[src/rtl/legalize_pkg.sv]
// Shared types and elaboration helpers for the legalized-datapath word splitter.
package legalize_pkg;

    typedef enum logic [0:0] {
        IDLE = 1'b0,
        SEND = 1'b1
    } split_state_e;

    function automatic int unsigned num_slices(input int unsigned in_width,
                                               input int unsigned out_width);
        if (out_width == 32'd0) begin
            return 32'd0;
        end else begin
            return in_width / out_width;
        end
    endfunction

    // A legal configuration splits a word into a whole, non-zero number of slices.
    function automatic bit widths_legal(input int unsigned in_width,
                                        input int unsigned out_width);
        if (out_width == 32'd0 || in_width < out_width) begin
            return 1'b0;
        end else begin
            return (in_width % out_width) == 32'd0;
        end
    endfunction

    function automatic int unsigned idx_width(input int unsigned n);
        if (n > 32'd1) begin
            return $clog2(n);
        end else begin
            return 32'd1;
        end
    endfunction

endpackage

[src/rtl/legalize_slice_sel.sv]
// Combinational slice mux: picks the OUT_WIDTH slice of a word addressed by idx.
// Slice order reverses (MSB first) when LEGALIZE_SPLIT_MSB_FIRST_EN is defined.
module legalize_slice_sel
    import legalize_pkg::*;
#(
    parameter int unsigned IN_WIDTH  = 32,
    parameter int unsigned OUT_WIDTH = 16,
    parameter int unsigned IDX_WIDTH = 1
) (
    input  logic [IN_WIDTH-1:0]  word,
    input  logic [IDX_WIDTH-1:0] idx,
    output logic [OUT_WIDTH-1:0] slice
);

    localparam int unsigned N = num_slices(IN_WIDTH, OUT_WIDTH);
    localparam logic [IDX_WIDTH-1:0] LAST_IDX = IDX_WIDTH'(N - 32'd1);

    logic [IDX_WIDTH-1:0] pos_s;

    // Map the emission index onto the physical slice position and select it.
    always_comb begin
`ifdef LEGALIZE_SPLIT_MSB_FIRST_EN
        pos_s = LAST_IDX - idx;
`else
        pos_s = idx;
`endif
        slice = word[pos_s*OUT_WIDTH +: OUT_WIDTH];
    end

endmodule

[src/rtl/legalize_word_splitter.sv]
// Splits IN_WIDTH-bit words into IN_WIDTH/OUT_WIDTH consecutive OUT_WIDTH-bit slices over
// valid/ready, counting fully emitted words. Build option: LEGALIZE_SPLIT_MSB_FIRST_EN.
module legalize_word_splitter
    import legalize_pkg::*;
#(
    parameter int unsigned IN_WIDTH  = 32,
    parameter int unsigned OUT_WIDTH = 16,
    parameter int unsigned CNT_WIDTH = 16
) (
    input  logic                 clock,
    input  logic                 reset,
    input  logic                 in_valid,
    output logic                 in_ready,
    input  logic [IN_WIDTH-1:0]  in_data,
    input  logic                 in_last,
    output logic                 out_valid,
    input  logic                 out_ready,
    output logic [OUT_WIDTH-1:0] out_data,
    output logic                 out_last,
    output logic [CNT_WIDTH-1:0] word_count
);

    localparam int unsigned N         = num_slices(IN_WIDTH, OUT_WIDTH);
    localparam int unsigned IDX_WIDTH = idx_width(N);
    localparam logic [IDX_WIDTH-1:0] IDX_ZERO = {IDX_WIDTH{1'b0}};
    localparam logic [IDX_WIDTH-1:0] IDX_ONE  = IDX_WIDTH'(32'd1);
    localparam logic [IDX_WIDTH-1:0] LAST_IDX = IDX_WIDTH'(N - 32'd1);
    localparam logic [CNT_WIDTH-1:0] CNT_ZERO = {CNT_WIDTH{1'b0}};
    localparam logic [CNT_WIDTH-1:0] CNT_ONE  = CNT_WIDTH'(32'd1);
    localparam logic [CNT_WIDTH-1:0] CNT_MAX  = {CNT_WIDTH{1'b1}};

    generate
        if (!widths_legal(IN_WIDTH, OUT_WIDTH)) begin : g_width_check
            $error("legalize_word_splitter: IN_WIDTH must be a non-zero multiple of OUT_WIDTH");
        end
    endgenerate

    split_state_e         state_r;
    logic [IDX_WIDTH-1:0] idx_r;
    logic [IN_WIDTH-1:0]  word_r;
    logic                 last_r;
    logic [CNT_WIDTH-1:0] count_r;

    logic                 at_last_s;
    logic                 in_ready_s;
    logic                 in_fire_s;
    logic                 out_fire_s;
    logic [OUT_WIDTH-1:0] slice_s;

    assign at_last_s = (idx_r == LAST_IDX);

    // Accept a new word when idle, or when the final slice leaves this very cycle.
    always_comb begin
        if (reset) begin
            in_ready_s = 1'b0;
        end else begin
            case (state_r)
                IDLE:    in_ready_s = 1'b1;
                SEND:    in_ready_s = at_last_s & out_ready;
                default: in_ready_s = 1'b0;
            endcase
        end
    end

    assign in_fire_s  = in_valid & in_ready_s;
    assign out_fire_s = (state_r == SEND) & out_ready;

    // Slice sequencing FSM, word/last holding registers and saturating word counter.
    always_ff @(posedge clock) begin
        if (reset) begin
            state_r <= IDLE;
            idx_r   <= IDX_ZERO;
            word_r  <= {IN_WIDTH{1'b0}};
            last_r  <= 1'b0;
            count_r <= CNT_ZERO;
        end else begin
            case (state_r)
                IDLE: begin
                    if (in_fire_s) begin
                        state_r <= SEND;
                        idx_r   <= IDX_ZERO;
                        word_r  <= in_data;
                        last_r  <= in_last;
                    end else begin
                        state_r <= IDLE;
                    end
                end
                SEND: begin
                    if (!out_fire_s) begin
                        state_r <= SEND;
                    end else if (!at_last_s) begin
                        idx_r <= idx_r + IDX_ONE;
                    end else if (in_fire_s) begin
                        // Back-to-back word: reload without leaving SEND.
                        idx_r  <= IDX_ZERO;
                        word_r <= in_data;
                        last_r <= in_last;
                    end else begin
                        state_r <= IDLE;
                        idx_r   <= IDX_ZERO;
                    end
                end
                default: begin
                    state_r <= IDLE;
                    idx_r   <= IDX_ZERO;
                end
            endcase

            if (out_fire_s && at_last_s && (count_r != CNT_MAX)) begin
                count_r <= count_r + CNT_ONE;
            end else begin
                count_r <= count_r;
            end
        end
    end

    legalize_slice_sel #(
        .IN_WIDTH  (IN_WIDTH),
        .OUT_WIDTH (OUT_WIDTH),
        .IDX_WIDTH (IDX_WIDTH)
    ) u_slice_sel (
        .word  (word_r),
        .idx   (idx_r),
        .slice (slice_s)
    );

    assign in_ready   = in_ready_s;
    assign out_valid  = (state_r == SEND);
    assign out_data   = slice_s;
    assign out_last   = last_r & at_last_s;
    assign word_count = count_r;

endmodule

[config.mk]
export PLATFORM = sky130hd
export DESIGN_NAME = legalize_word_splitter
export DESIGN_NICKNAME = d
export VERILOG_FILES = /design/src/rtl/legalize_pkg.sv /design/src/rtl/legalize_slice_sel.sv /design/src/rtl/legalize_word_splitter.sv
export SDC_FILE = /design/constraint.sdc
export NUM_CORES = 1
export LEC_CHECK = 0
export CAP_MARGIN = 40
export CORE_MARGIN = 2
export CORE_UTILIZATION = 36
export CTS_CLUSTER_SIZE = 24
export DETAILED_ROUTE_END_ITERATION = 8
export PLACE_DENSITY = 0.65
export SLEW_MARGIN = 30
export SYNTH_ARGS = -nofsm -noshare
export SYNTH_HDL_FRONTEND = slang
export SYNTH_SLANG_ARGS = --single-unit
[constraint.sdc]
create_clock -name clock -period 2.5 [get_ports clock]
set_input_delay 0.75 -clock clock [delete_from_list [all_inputs] [get_ports clock]]
set_output_delay 0.75 -clock clock [all_outputs]
set_load 0.005 [all_outputs]
Yosys cells after proc, flatten, opt, wreduce, memory -nomap -nowiden
Cells that the tools add are included.
Widths: inputs -> output; s select.
{"block": "word_totals", "ff_bits": 51, "inputBits": 37}
{"block": "op_classes", "addsub": 2, "n_eq_ne": 4, "n_shift": 1, "muxes": 18, "bitwise_logic": 5, "n_reduce_logical": 4}
{"op": "$mux 32", "n": 3}
{"op": "$pmux 32 s2", "n": 1}
{"op": "$shiftx 32x6->16", "n": 1}
{"op": "$add 16x1->16 const B", "n": 1}
{"op": "$ne 16x16->1 const B", "n": 1}
{"op": "$mux 1", "n": 10}
{"op": "$pmux 1 s2", "n": 4}
{"op": "$and 1x1->1", "n": 4}
{"op": "$ne 2x1->1 const B", "n": 2}
{"op": "$reduce_and 2->1", "n": 2}
{"op": "$logic_and 1x1->1", "n": 2}
{"op": "$ne 2x2->1 const B", "n": 1}
{"op": "$add 1x1->1 const B", "n": 1}
{"op": "$not 1->1", "n": 1}

Logic depth before layout (Yosys ltp)
Gate-level depths: netlist of run 1.
{"block": "logic_depth", "depth_word": 8, "ltp_mapped": 6}

By module
From an unflattened synthesis of run 1, not the netlist that was laid out.
{"block": "hier_totals", "hier_cells": 279, "area_unflattened_um2": 2471.1}
{"mod": "legalize_word_splitter", "instances": 1, "cells_each": 261, "area_per_inst_um2": 2222.1, "seq_area_each_um2": 1021.0}
{"mod": "legalize_slice_sel", "instances": 1, "cells_each": 18, "area_per_inst_um2": 249.0, "seq_area_each_um2": 0.0}

Worst setup path after synthesis of run 1
No wires, ideal clock.
{"block": "synth_timing", "path_type": "input -> output", "start": "in reset", "end": "out in_ready", "t_arrival_ns": 1.379, "t_required_ns": 1.750, "slack_ns": 0.371, "path_stages": 3, "n_path_buf": 2, "cell_sequence": "clkbuf_1 clkbuf_1 a21oi_1"}
{"block": "synth_via", "elab_chain_cells": 1}
{"element": "start, declared", "line_no": "legalize_word_splitter.sv:11", "source": "input logic reset,"}
{"element": "$mux 1", "line_no": "legalize_word_splitter.sv:54", "source": "if (reset) begin"}
{"element": "end, declared", "line_no": "legalize_word_splitter.sv:13", "source": "output logic in_ready,"}
No other way between the ends.

Worst setup path in the final report of run 1
{"block": "layout_timing", "start": "reg idx_r, in the netlist at_last_s", "end": "out out_data[13]"}
{"block": "layout_via", "elab_chain_cells": 1}
{"element": "start, declared", "line_no": "legalize_word_splitter.sv:39", "source": "logic [IDX_WIDTH-1:0] idx_r;"}
{"element": "start signal, assigned", "line_no": "legalize_word_splitter.sv:92", "source": "idx_r <= idx_r + IDX_ONE;"}
{"element": "$shiftx 32x6->16", "line_no": "legalize_slice_sel.sv:27", "source": "slice = word[pos_s*OUT_WIDTH +: OUT_WIDTH];"}
{"element": "end, declared", "line_no": "legalize_word_splitter.sv:18", "source": "output logic [OUT_WIDTH-1:0] out_data,"}
No other way between the ends.

==> results.json, run 1 <==
{
  "yosys_warnings": 0,
  "synth.avg_cell_area_um2": 8.37,
  "gr-total-overflow": 0,
  "crit_chain": "buf_12, mux2_2, clkdlybuf4s50_1",
  "yosys.area_share.xor_xnor_pct": 1.15,
  "ff2ff_path_depth": 4,
  "post_cts_buffers": 0,
  "syn-num-nets": 310,
  "antenna_found_initial": 0,
  "crit_fanout": 21,
  "async_flop_share_pct": 0,
  "p_leak_nw": 1.32,
  "crit_type": "reg2out",
  "grt_pass1_vias": 1966,
  "synth_mux_area_share_pct": 9.35,
  "crit_path_top_delay_cell": "clkdlybuf4s50_1",
  "grt_max_degree": 67,
  "gr-usage-all-layers_pct": 15.0,
  "cts_hold_buf": 0,
  "slowest_delay_ns": 0.47,
  "cts-root-buf": "clkbuf_8",
  "placementRows": 28,
  "clk_latency_ns": 0.30,
  "synth-edff-count": 0,
  "outcome": "finished, final reports clean",
  "yosys.area_share.adder_pct": 0.550,
  "die_h_um": 83.5,
  "powerDensity_nw_per_um2": 516,
  "fin_crit_sh_pct": 97.0,
  "layout_common_cells": "clkdlybuf4s50_1, dfxtp_1, inv_1",
  "startpoint": "at_last_s",
  "gp_congestion": 0.781,
  "via_count": 2069,
  "cp_num_buf_inv": 2,
  "first_pass_iters": 4,
  "fin_skew_ns": 0.00395,
  "clk_path_buf_depth": 2,
  "clk_pin_slew_ns": 0.09,
  "reg2reg_from": "word_count[4]",
  "fillers": 579,
  "place_hpwl_um": 3640,
  "mappedNetlistArea_um2": 2280,
  "coreArea_um2": 6030,
  "fin_cells": 421,
  "postLayoutCoreUtil_pct": 54.1,
  "power.share.clock_pct": 35.0,
  "ys_seq_elements": 51,
  "tightest_slew_ns": 0.621,
  "rsz0062_at_grt": "no",
  "period_needed_ns": 2.43,
  "initial_utilization_pct": 37.8,
  "num-nets-final": 383,
  "dp.cells": 413,
  "cp-end-kind": "primary output",
  "swShare_pct": 21.9,
  "p_int_mw": 1.31,
  "path_depth": 3,
  "yosys.area_share.simple_pct": 19.7,
  "hold_class": "reg2reg",
  "syn_to_final_growth_pct": 43.2,
  "synth_cells": 272,
  "maxSlewHeadroom_pct": 58.2,
  "synth_compound_area_share_pct": 15.2,
  "start_kind": "flip-flop",
  "hold_viol_final": 0,
  "postRouteAntennaNets": 0,
  "maxCapViolCount": 0,
  "p_seq_share_pct": 51.9,
  "wl_per_cell_um": 12.2,
  "numCtsBuffers": 5,
  "synth_ff_type": "dfxtp_1",
  "dieWidth_um": 83.5,
  "worstHoldPathCells": 2,
  "wirelength_um": 5140,
  "dieArea_um2": 6970,
  "fmax_mhz": 412,
  "synth_top_family_by_area": "simple AND/OR/NAND/NOR gates",
  "synth_seq_area_share_pct": 44.9,
  "crit_arrival_ns": 1.68,
  "cts_tree": "yes",
  "drc_errors": 0,
  "port_buffers": 71,
  "setup_viol": 0,
  "grt_pass1_wl_um": 8750,
  "antennaDiodeCount": 0,
  "final_max_slew_viol_count": 0,
  "drtIter0Drc": 50,
  "drive_above_1_share_pct": 12.7,
  "cp_top_family": "buffers and inverters",
  "worstPathRequired_ns": 1.75,
  "combPwrFrac_pct": 13.0,
  "vias_per_cell": 4.91,
  "p_switching_mw": 0.368,
  "htree_levels": 2,
  "hp-start": "last_r",
  "final_common_cell": "clkdlybuf4s50_1",
  "synth.distinct_cells": 36,
  "cts_sinks": 51,
  "io_pins": 72,
  "ir_drop_uv": 273
}
## worst register-to-register path, stage by stage (launching register included)
cell and delay, ns:
dfxtp_1 0.50, nand4_4 0.20, or4_4 0.58, or4_1 0.52, o211a_1 0.14
## Yosys cell counts, types with 2 or more instances
master / instances / area (µm²)
dfxtp_1: 51 / 1020
inv_1: 39 / 146
nand3_1: 38 / 190
o21ai_0: 38 / 190
mux2_2: 18 / 203
clkbuf_1: 14 / 52.6
nor2_1: 11 / 41.3
a21oi_1: 9 / 45.0
nand2_1: 7 / 26.3
and3_1: 4 / 25.0
nor3_1: 3 / 15.0
nor4_1: 3 / 18.8
o31ai_1: 3 / 22.5
or3_1: 3 / 18.8
or4_1: 3 / 22.5
xor2_1: 3 / 26.3
buf_1: 2 / 7.51
nand4_1: 2 / 12.5
nor2b_1: 2 / 12.5
o311ai_0: 2 / 17.5
o41ai_1: 2 / 17.5
## metal layers
layer / track usage (%) / share of wire (%) / wire, µm
met1: 17.9 / 46 / 2360
met2: 25.5 / 46 / 2350
met3: 4.95 / 7.0 / 361
met4: 4.84 / 1.3 / 66
met5: 0 / 0 / 0
## path summary, 6_finish.rpt
check | to | slack, ns
setup / recovery | out_data[13] | 0.07
hold reg to reg | last_r | 0.47
setup reg to reg | word_count[15] | 0.46
hold / removal | last_r | 0.47
## power groups by stage
stage | sequential [mW] | clock (mW) | combinational (mW)
floorplan | 0.885 | 0 | 0.0921
global placement | 0.889 | 0 | 0.221
detailed placement | 0.891 | 0 | 0.222
CTS | 0.873 | 0.608 | 0.222
global route | 0.879 | 0.643 | 0.242
finish | 0.873 | 0.589 | 0.219
## final cells by class
type,instances,area [µm²],share of cell area (%)
multi-input cells,165,1050,32.2
clock buffers,6,82.6,2.53
clock inverters,2,35.0,1.07
well taps,75,93.8,2.88
flip-flops and latches,51,1020,31.3
repair buffers,82,828,25.4
inverters,40,150,4.61
## registers in the layout, indices dropped and copies added, names as in the netlist
signal      flops
at_last_s       1
last_r          1
out_valid       1
word_count     16
word_r         32
## stage by stage
| step | total power, mW | hold slack (ns) | setup slack (ns) | setup TNS, ns | cell area, µm² |
|---|---|---|---|---|---|
| floorplan | 0.977 | 0.436 | 0.371 | 0 | 2280 |
| global placement | 1.11 | 0.448 | -0.293 | -0.293 | 3140 |
| detailed placement | 1.11 | 0.454 | -0.287 | -0.301 | 3140 |
| CTS | 1.70 | 0.475 | 0.0631 | 0 | 3260 |
| global route | 1.76 | 0.506 | 0.0359 | 0 | 3260 |
| finish | 1.68 | 0.471 | 0.0747 | 0 | 3260 |
## what timing repair did
action | in CTS | in global routing
setup endpoints to repair | 1 | 0
resized for setup | 3 | 0
endpoints found under the hold margin | 0 | 0
## cell families (layout without fill, tap and decap cells)
kind of cell / Yosys count / after routing
AOI/OAI and AO/OA: 60 / 60
muxes: 19 / 19
DFF: 51 / 51
and+or+nand+nor: 82 / 82
buffers and inverters: 56 / 130
adders and majority gates: 1 / 1
xor gates and xnor gates: 3 / 3
Note: power is estimated with default switching activity, not from simulation.
==> inputs of run 2 (changes only) <==
--- a/config.mk
+++ b/config.mk
@@ -8,6 +8,7 @@
 export CAP_MARGIN = 40
 export CORE_MARGIN = 2
 export CORE_UTILIZATION = 36
+export CTS_CLUSTER_DIAMETER = 40
 export CTS_CLUSTER_SIZE = 24
 export DETAILED_ROUTE_END_ITERATION = 8
 export PLACE_DENSITY = 0.65
==> results of run 2 <==
Final layout, timing and power as in run 1 (identical DEF).
==> inputs of run 3 (changes only) <==
--- a/config.mk
+++ b/config.mk
@@ -12,6 +12,7 @@
 export CTS_CLUSTER_SIZE = 24
 export DETAILED_ROUTE_END_ITERATION = 8
 export PLACE_DENSITY = 0.65
+export REMOVE_ABC_BUFFERS = 1
 export SLEW_MARGIN = 30
 export SYNTH_ARGS = -nofsm -noshare
 export SYNTH_HDL_FRONTEND = slang
==> run 3 against run 2 <==
Effect of this change: combinational power increased by 2%; worst setup slack got worse by 0.0098 ns; total power decreased by 4.4%; final cell count increased by 0.95%; highest routed layer unchanged; sequential share of layout area decreased by 0.14 points; clock skew increased by 0.0024 ns; sequential cell count unchanged.
==> results.json, run 3 (synthesized netlist as in run 1, its figures left out) <==
{
  "die_h_um": 83.5,
  "fmax_mhz": 411,
  "cp_top_family": "buffers and inverters",
  "via_count": 2111,
  "placed_cell_area_um2": 3170,
  "hp-start": "word_r[11]",
  "largest_register_ffs": 32,
  "fillers": 609,
  "reg2reg_from": "word_count[4]",
  "maxCapViolCount": 0,
  "num-nets-final": 387,
  "worstPathRequired_ns": 1.75,
  "setup_viol": 0,
  "wirelength_um": 5170,
  "clk_pin_slew_ns": 0.08,
  "clk_latency_ns": 0.30,
  "postRouteAntennaNets": 0,
  "outcome": "finished, final reports clean",
  "fin_crit_sh_pct": 97.4,
  "worst_hold_path.endpoint": "word_r[11]",
  "crit_type": "in2out",
  "hold_viol_final": 0,
  "finalPower_mw": 1.61,
  "use_met1_pct": 19.0,
  "crit_fanout": 2,
  "fin_skew_ns": 0.00631,
  "htree_levels": 2,
  "wl_per_cell_um": 12.2,
  "multi_input_area_um2": 1050,
  "io_pins": 72,
  "crit_chain": "clkdlybuf4s50_1, nand2_1, a21oi_2, dlygate4sd2_1",
  "stdcell_area_um2": 3270,
  "dieArea_um2": 6970,
  "grt_pass1_vias": 1946,
  "ff2ff_path_depth": 4,
  "first_pass_iters": 4,
  "final_max_slew_viol_count": 0,
  "vias_per_cell": 4.97,
  "grt_use_met3_pct": 4.75,
  "cts-root-buf": "clkbuf_8",
  "setup_slack_ns": 0.0649,
  "initial_utilization_pct": 37.8,
  "hold_class": "reg2reg",
  "place_hpwl_um": 3640,
  "gr-total-overflow": 0,
  "gp_congestion": 0.796,
  "start_kind": "input port",
  "ir_drop_uv": 255,
  "crit_path_top_delay_cell": "clkdlybuf4s50_1",
  "drtIter0Drc": 99,
  "antenna_found_initial": 0,
  "final_common_cell": "clkdlybuf4s50_1",
  "grt_pass1_wl_um": 8670,
  "layout_common_cells": "clkdlybuf4s50_1, dfxtp_1, inv_1",
  "tightest_slew_ns": 0.540,
  "cp_num_buf_inv": 2,
  "seqCellArea_um2": 1020,
  "top_usage_layer": "met2",
  "rrSetupSlack_ns": 0.46,
  "top_register": "word_r",
  "drc_errors": 0,
  "coreArea_um2": 6030,
  "dieWidth_um": 83.5,
  "grt_max_degree": 67,
  "port_buffers": 71,
  "use_met2_pct": 24.5,
  "syn_to_final_growth_pct": 43.9,
  "p_leak_nw": 1.33,
  "slowest_delay_ns": 0.47,
  "period_needed_ns": 2.44,
  "gr-usage-all-layers_pct": 14.8,
  "r2r_end": "word_count[15]",
  "powerDensity_nw_per_um2": 491,
  "maxSlewHeadroom_pct": 63.5,
  "cp-end-kind": "primary output",
  "placementRows": 28,
  "cts_sinks": 51,
  "crit_arrival_ns": 1.69,
  "worstHoldPathCells": 2,
  "post-place-ws_ns": -0.219,
  "antennaDiodeCount": 0,
  "clk_path_buf_depth": 2,
  "drive_above_1_share_pct": 13.4,
  "numCtsBuffers": 5,
  "cts_tree": "yes"
}
-- run 3: how the worst max path moves through the flow --
stage | cells after the start | endpoint | start
2_1_floorplan | 4 | last_r | at_last_s
3_3_place_gp | 4 | in_ready | out_ready
3_5_place_dp | 4 | in_ready | out_ready
4_1_cts | 4 | in_ready | out_ready
5_1_grt | 4 | in_ready | out_ready
6_report | 4 | in_ready | out_ready
-- run 3: report_power, final --
part | internal [mW] | switching [mW]
sequential | 0.852 | 0.0198
combinational | 0.140 | 0.0830
clock | 0.253 | 0.260
total | 1.24 | 0.363
-- run 3: cell type report --
class | instances | area share [%]
Timing Repair Buffer | 86 | 26.3
Sequential cell | 51 | 31.2
Tap cell | 75 | 2.87
Multi-Input combinational cell | 165 | 32.1
Inverter | 40 | 4.59
Clock buffer | 8 | 3.06
-- run 3: stage by stage --
stage / utilization (%) / hold slack [ns] / setup TNS [ns] / std cells
3_5_place_dp: 52.6 / 0.458 / -0.624 / 417
6_report: 54.3 / 0.472 / 0 / 425
4_1_cts: 54.3 / 0.478 / 0 / 425
5_1_grt: 54.3 / 0.497 / -0.0238 / 425
2_1_floorplan: - / 0.436 / 0 / 256
3_3_place_gp: 52.6 / 0.451 / -0.419 / 417
-- run 3: what timing repair did --
item	CTS	global route
setup endpoints to repair	1	1
pin swaps	0	0
gates resized for setup	1	1
hold buffers	0	0
setup buffers	0	0
-- run 3: worst reg2reg max path: stages (launching register included) --
cell and delay, ns:
dfxtp_1 0.50, nand4_4 0.21, or4_4 0.58, or4_1 0.52, o211a_1 0.14
-- run 3: metal layers --
metal  routed length, µm  vias up  part of all wire (%)
met5                   0        -                     0
met4                  46        0                  0.89
met3                 366        5                   7.1
met2                2310       66                    45
met1                2440      942                    47
li1                    -     1098                     -
